===== config.mk =====
export PLATFORM = sky130hd
export DESIGN_NAME = a51_sequencer
export DESIGN_NICKNAME = d
export VERILOG_FILES = /design/src/rtl/a51_seq_pkg.sv /design/src/rtl/a51_phase_counter.sv /design/src/rtl/a51_sequencer.sv
export SDC_FILE = /design/constraint.sdc
export NUM_CORES = 1
export LEC_CHECK = 0
export CORE_MARGIN = 4
export CORE_UTILIZATION = 40
export CTS_CLUSTER_SIZE = 16
export DETAILED_ROUTE_END_ITERATION = 8
export GPL_TIMING_DRIVEN = 0
export PLACE_DENSITY = 0.92
export SYNTH_ARGS = -nofsm -noshare
export SYNTH_HDL_FRONTEND = slang
export SYNTH_HIERARCHICAL = 1
export SYNTH_SLANG_ARGS = --single-unit

===== constraint.sdc =====
create_clock -name clk -period 2.8 [get_ports clk]
set_input_delay 0.28 -clock clk [delete_from_list [all_inputs] [get_ports clk]]
set_output_delay 0.28 -clock clk [all_outputs]
set_load 0.01 [all_outputs]

===== src/rtl/a51_seq_pkg.sv =====
// rtl/a51_seq_pkg.sv - shared types and default lengths for the A5/1 sequencer
//
// Contents:
//   state_t          FSM state encoding, also driven out on the stage port
//   KEY_BITS         default serial key length
//   FRAME_BITS       default serial frame-number length
//   MIX_CYCLES       default number of discarded majority-clocked cycles
//   OUT_BITS         default keystream length per session
//   CNT_W            default phase counter width
//   at_last()        terminal-count helper used when sizing compare values

package a51_seq_pkg;

  localparam int KEY_BITS   = 64;
  localparam int FRAME_BITS = 22;
  localparam int MIX_CYCLES = 100;
  localparam int OUT_BITS   = 128;
  localparam int CNT_W      = 10;

  typedef enum logic [2:0] {
    ST_IDLE  = 3'd0,
    ST_CLR   = 3'd1,
    ST_KEY   = 3'd2,
    ST_FRAME = 3'd3,
    ST_MIX   = 3'd4,
    ST_OUT   = 3'd5,
    ST_DONE  = 3'd6
  } state_t;

  // Counters compare against (length - 1), so the last cycle of a phase is
  // recognised while the counter still holds a value inside its range.
  function automatic int at_last(input int len);
    return len - 1;
  endfunction

endpackage


===== src/rtl/a51_phase_counter.sv =====
// rtl/a51_phase_counter.sv - up-counter with sync clear, enable and terminal flag
//
// Ports:
//   clk       in   rising-edge clock
//   reset     in   synchronous active-high reset, forces count to zero
//   clr       in   synchronous clear, wins over en
//   en        in   increment by one
//   limit     in   terminal value compared against the current count
//   cnt       out  current count
//   at_limit  out  high while cnt == limit

module a51_phase_counter #(
  parameter int W = 10
) (
  input  logic         clk,
  input  logic         reset,
  input  logic         clr,
  input  logic         en,
  input  logic [W-1:0] limit,
  output logic [W-1:0] cnt,
  output logic         at_limit
);

  always_ff @(posedge clk) begin
    if (reset || clr) begin
      cnt <= '0;
    end else if (en) begin
      cnt <= cnt + 1'b1;
    end
  end

  assign at_limit = (cnt == limit);

endmodule


===== src/rtl/a51_sequencer.sv =====
// rtl/a51_sequencer.sv - FSM sequencing the A5/1 keystream generator datapath
//
// Ports:
//   clk        in   rising-edge clock
//   reset      in   synchronous active-high reset
//   start      in   session request, honoured only in IDLE
//   abort      in   synchronous cancel, returns to IDLE from any state
//   key        in   session key, loaded LSB first
//   frame      in   frame number, loaded LSB first after the key
//   ks_ready   in   collector accepts the current keystream bit
//   lfsr_clr   out  one-cycle clear of all three LFSRs
//   load_en    out  clock all LFSRs unconditionally during KEY/FRAME
//   load_bit   out  bit XORed into every LFSR feedback while load_en=1
//   mix_en     out  majority clocking enable (MIX, and OUT on a transfer)
//   ks_valid   out  datapath output bit is valid
//   out_idx    out  keystream bits transferred so far
//   stage      out  encoded current state
//   busy       out  state != IDLE
//   done       out  one-cycle pulse after the final transfer
//   depleted   out  high from done until next accepted start, reset or abort

module a51_sequencer
  import a51_seq_pkg::*;
#(
  parameter int KEY_BITS   = a51_seq_pkg::KEY_BITS,
  parameter int FRAME_BITS = a51_seq_pkg::FRAME_BITS,
  parameter int MIX_CYCLES = a51_seq_pkg::MIX_CYCLES,
  parameter int OUT_BITS   = a51_seq_pkg::OUT_BITS,
  parameter int CNT_W      = a51_seq_pkg::CNT_W
) (
  input  logic                  clk,
  input  logic                  reset,
  input  logic                  start,
  input  logic                  abort,
  input  logic [KEY_BITS-1:0]   key,
  input  logic [FRAME_BITS-1:0] frame,
  input  logic                  ks_ready,
  output logic                  lfsr_clr,
  output logic                  load_en,
  output logic                  load_bit,
  output logic                  mix_en,
  output logic                  ks_valid,
  output logic [CNT_W-1:0]      out_idx,
  output logic [2:0]            stage,
  output logic                  busy,
  output logic                  done,
  output logic                  depleted
);

  localparam int KEY_IW   = $clog2(KEY_BITS);
  localparam int FRAME_IW = $clog2(FRAME_BITS);

  localparam logic [CNT_W-1:0] KEY_LAST   = CNT_W'(at_last(KEY_BITS));
  localparam logic [CNT_W-1:0] FRAME_LAST = CNT_W'(at_last(FRAME_BITS));
  localparam logic [CNT_W-1:0] MIX_LAST   = CNT_W'(at_last(MIX_CYCLES));
  localparam logic [CNT_W-1:0] OUT_LAST   = CNT_W'(at_last(OUT_BITS));

  state_t           state;
  logic [CNT_W-1:0] cnt;
  logic [CNT_W-1:0] cnt_limit;
  logic             cnt_en;
  logic             cnt_clr;
  logic             cnt_last;
  logic             idx_last;
  logic             in_out;
  logic             xfer;

  // ---------------------------------------------------------------------------
  // Shared phase counter: runs through KEY, FRAME and MIX, cleared on every
  // phase exit so each phase starts counting from zero.
  // ---------------------------------------------------------------------------
  always_comb begin
    cnt_limit = '1;
    case (state)
      ST_KEY:   cnt_limit = KEY_LAST;
      ST_FRAME: cnt_limit = FRAME_LAST;
      ST_MIX:   cnt_limit = MIX_LAST;
      default:  cnt_limit = '1;
    endcase
  end

  assign cnt_en  = (state == ST_KEY) || (state == ST_FRAME) || (state == ST_MIX);
  assign cnt_clr = !cnt_en || cnt_last || abort;

  a51_phase_counter #(
    .W (CNT_W)
  ) u_phase_cnt (
    .clk      (clk),
    .reset    (reset),
    .clr      (cnt_clr),
    .en       (cnt_en),
    .limit    (cnt_limit),
    .cnt      (cnt),
    .at_limit (cnt_last)
  );

  // ---------------------------------------------------------------------------
  // Keystream index: cleared only by CLR so it keeps OUT_BITS (or the count
  // at an abort) visible to the controller until the next session starts.
  // ---------------------------------------------------------------------------
  assign in_out = (state == ST_OUT);
  assign xfer   = in_out && ks_ready;

  a51_phase_counter #(
    .W (CNT_W)
  ) u_out_cnt (
    .clk      (clk),
    .reset    (reset),
    .clr      (state == ST_CLR),
    .en       (xfer),
    .limit    (OUT_LAST),
    .cnt      (out_idx),
    .at_limit (idx_last)
  );

  // ---------------------------------------------------------------------------
  // FSM. Priority: reset, then abort, then the normal phase progression.
  // ---------------------------------------------------------------------------
  always_ff @(posedge clk) begin
    if (reset) begin
      state    <= ST_IDLE;
      depleted <= 1'b0;
    end else if (abort) begin
      // Abort also suppresses a start presented in the same IDLE cycle.
      state    <= ST_IDLE;
      depleted <= 1'b0;
    end else begin
      case (state)
        ST_IDLE: begin
          if (start) begin
            state    <= ST_CLR;
            depleted <= 1'b0;
          end
        end
        ST_CLR:   state <= ST_KEY;
        ST_KEY:   if (cnt_last) state <= ST_FRAME;
        ST_FRAME: if (cnt_last) state <= ST_MIX;
        ST_MIX:   if (cnt_last) state <= ST_OUT;
        ST_OUT:   if (xfer && idx_last) state <= ST_DONE;
        ST_DONE: begin
          state    <= ST_IDLE;
          depleted <= 1'b1;
        end
        default:  state <= ST_IDLE;
      endcase
    end
  end

  // ---------------------------------------------------------------------------
  // Output decode. Everything follows registered state/counters except mix_en,
  // which must track ks_ready so the LFSRs advance only on an accepted bit.
  // ---------------------------------------------------------------------------
  assign lfsr_clr = (state == ST_CLR);
  assign load_en  = (state == ST_KEY) || (state == ST_FRAME);
  assign load_bit = ((state == ST_KEY)   && key[cnt[KEY_IW-1:0]]) ||
                    ((state == ST_FRAME) && frame[cnt[FRAME_IW-1:0]]);
  assign mix_en   = (state == ST_MIX) || xfer;
  assign ks_valid = in_out;
  assign stage    = state;
  assign busy     = (state != ST_IDLE);
  assign done     = (state == ST_DONE);

endmodule

==> flow_metrics.tcl <==
set metrics [dict create \
    status "finished, final reports clean" \
    routabilityCongestion 0.8442 \
    initial_core_util_pct 42.09 \
    path_cells "nor2b_2 > nor2b_2 > inv_1 > nand2_1 > inv_1 > xnor2_1 > nand4_1 > nor4_4 > or3_1 > or2_2 > nor2_1" \
    syn_area_sq_um 2191 \
    drcViolationCount 0 \
    ctsHtreeMaxLevel 1 \
    min_to "u_phase_cnt/cnt[9]" \
    viasPerCell 5.433 \
    drt_iter0_drc 98 \
    synth_top_cell_area_share_pct 21.93 \
    cellLeakagePower_nw 1.167 \
    die_w_um 82.01 \
    syn_inst 232 \
    ys_types 43 \
    cp-start-kind "flop" \
    arrival_ns 2.82 \
    clk_pin_slew_ns 0.09 \
    worstSkewPairLatency_ns 0.27 \
    num_vias 2309 \
    stdcell_count 425 \
    ys_top_cells_by_area "dfxtp_1 (22%), mux4_2 (19%), xnor2_1 (8.0%)" \
    critPathBufInv 2 \
    syn_to_final_growth_pct 60.94 \
    die_y_um 82.01 \
    fill_cells 405 \
    hold_class "reg -> reg" \
    dr.pass1.iters 4 \
    setup_viol 0 \
    max_freq_ghz 0.3830 \
    avgSynthCellArea_sq_um 9.443 \
    yosys_warnings 6 \
    power_density_nw_per_um2 243.3 \
    min_period_ns 2.611 \
    crit_family "simple AND/OR/NAND/NOR gates" \
    fin_crit_sh_pct 93.24 \
    rsz0062_at_grt "no" \
    reg2regPathDepth 11 \
    diodes 0 \
    core_sq_um 5205 \
    drv_cap 0 \
    fin_worst_skew_ns 0.005512 \
    layout_commonest_cell "clkdlybuf4s50_1" \
    io_buffers 111 \
    drive_gt1_share_pct 14.08 \
    min-delay-start "u_phase_cnt/cnt[9]" \
    rows 26 \
    ff2ff_setup_slack_ns 0.19 \
    die_area_sq_um 6725 \
    hold_viol_final 0 \
    reg2reg_to "u_phase_cnt/cnt[1]" \
    hold-path-cell-count 2 \
    grt_overflow 0 \
    synth_top_cell_by_area "dfxtp_1" \
    cts-buffers-inserted 3 \
    path_max_fanout 9 \
    total_power_mw 0.8578 \
    crit_slowest_cell "or3_1" \
    grtUsageTotal_pct 20.32 \
    slowest_delay_ns 0.42 \
    grt_pass1_vias 2318 \
    cts_buffer_depth 2 \
    peakVddDrop_v 0.0001737 \
    synth-seq-cells 24 \
    clock_sinks 24 \
    wl_per_cell_um 15.98 \
    drtAntennaViolNets 0 \
    crit_path_end_kind "flop" \
    place_hpwl_um 5700 \
    ys_seq_area_share_pct 21.93 \
    cts_tree "built" \
    ios 112 \
    fin_nets 449 \
    grt_pass1_wl_um 10500 \
    path_class "reg -> reg" \
    cts_root_buffer "clkbuf_8" \
    dp_cells 422 \
    grt_max_degree 15 \
    most-common-layout-cells "clkdlybuf4s50_1 (110), dfxtp_1 (20), xnor2_1 (20), mux4_2 (18), nor2_1 (15)" \
    antenna_found_initial 0 \
    critPathRequiredTime_ns 3.00 \
    routed_wl_um 6792 \
    worstReg2RegStart "stage[2]" \
    slew_viol_final 0 \
]
## sequential cells by signal, summed over array words and instances (netlist names)
name,cells
depleted,1
stage,3
u_out_cnt/cnt,10
u_phase_cnt/cnt,10
## through the flow
| stage | setup TNS (ns) | worst slack [ns] | hold slack, ns | utilization [%] | cell area, sq um |
|---|---|---|---|---|---|
| final | 0 | 0.1892 | 0.4905 | 67.74 | 3526 |
| after detailed placement | -2.897 | -0.3095 | 0.4806 | 65.77 | 3423 |
| after global placement | -2.187 | -0.2475 | 0.4693 | 65.77 | 3423 |
| after global routing | 0 | 0.004665 | 0.5162 | 67.74 | 3526 |
| after CTS | 0 | 0.01085 | 0.4941 | 67.62 | 3520 |
| after floorplan | 0 | 0.1776 | 0.3562 | - | 2225 |
## worst min-delay path: stages (launching register included)
cell     delay, ns
dfxtp_1       0.34
nand2_1       0.06
mux2i_1       0.05
## power by group
part / switching [mW] / total [mW] / leakage (nW) / internal, mW
registers: 0.00127 / 0.342 / 0.196 / 0.341
clock network: 0.121 / 0.312 / 0.0357 / 0.191
logic: 0.0527 / 0.203 / 0.935 / 0.151
## per-layer routing
metal  part of all wire (%)  wire, um  global-route usage [%]
met1                     36      2477                   21.03
met3                    8.3       564                   5.263
met2                     53      3607                   39.58
met5                      0         0                       0
met4                    2.1       143                   5.814
## worst max-delay path by stage
| stage | start | to | depth (start not counted) |
|---|---|---|---|
| final | stage[2] | u_phase_cnt/cnt[1] | 11 |
| after global routing | stage[2] | u_phase_cnt/cnt[5] | 11 |
| after CTS | stage[2] | u_phase_cnt/cnt[6] | 12 |
| after detailed placement | stage[1] | u_phase_cnt/cnt[1] | 13 |
| after global placement | stage[1] | u_phase_cnt/cnt[2] | 12 |
| after floorplan | stage[1] | u_phase_cnt/cnt[0] | 13 |
## Yosys cell counts
cell	n
mux4_2	18
xor2_1	9
o211ai_1	2
or2_2	3
nand3_1	4
nor4_1	6
nor3b_1	3
a22oi_1	1
buf_4	3
nand2_1	11
nor2_1	15
a21oi_1	13
nor2b_1	6
or3_1	8
o2111ai_1	1
and2_1	2
mux4_1	3
nor3_1	3
o22a_1	1
o2111ai_2	1
a21boi_0	1
o31ai_1	4
buf_2	5
o21ai_0	6
mux2i_1	13
dfxtp_1	24
ha_1	2
or3b_2	1
a31oi_1	1
o21ai_1	1
nand4_1	10
a31o_1	1
nand3b_1	3
buf_6	2
and3_1	1
nand3_2	2
xnor2_1	20
nand2b_1	2
clkbuf_1	5
inv_1	8
conb_1	2
or4_1	4
a311oi_1	1
## layout make-up
| type | instances | area, sq um | share of cell area, % |
|---|---|---|---|
| multi-input combinational | 194 | 1653 | 46.88 |
| timing repair buffer | 112 | 1114 | 31.58 |
| clock inverter | 1 | 30.03 | 0.8517 |
| clock buffer | 3 | 41.29 | 1.171 |
| tap | 70 | 87.58 | 2.484 |
| inverter | 8 | 30.03 | 0.8517 |
| buffer | 13 | 82.58 | 2.342 |
| sequential | 24 | 488.0 | 13.84 |
## cells by family (layout without fill, tap and decap cells)
| kind of cell | after synthesis | count (layout) | synth area share (%) |
|---|---|---|---|
| simple gates | 84 | 84 | 21.65 |
| compound gates | 34 | 34 | 9.880 |
| mux | 34 | 34 | 28.04 |
| xor+xnor | 29 | 29 | 11.59 |
| flops | 24 | 24 | 21.93 |
| buf+inv | 23 | 137 | 5.425 |
| fa+ha+maj | 2 | 2 | 1.142 |
| other cells | 2 | 11 | 0.3428 |
## what timing repair did
action	CTS	global route
setup buffers	1	0
resized for setup	7	8
hold buffers	0	0
endpoints found under the setup margin	13	12
Note: power is estimated with default switching activity, not from simulation.
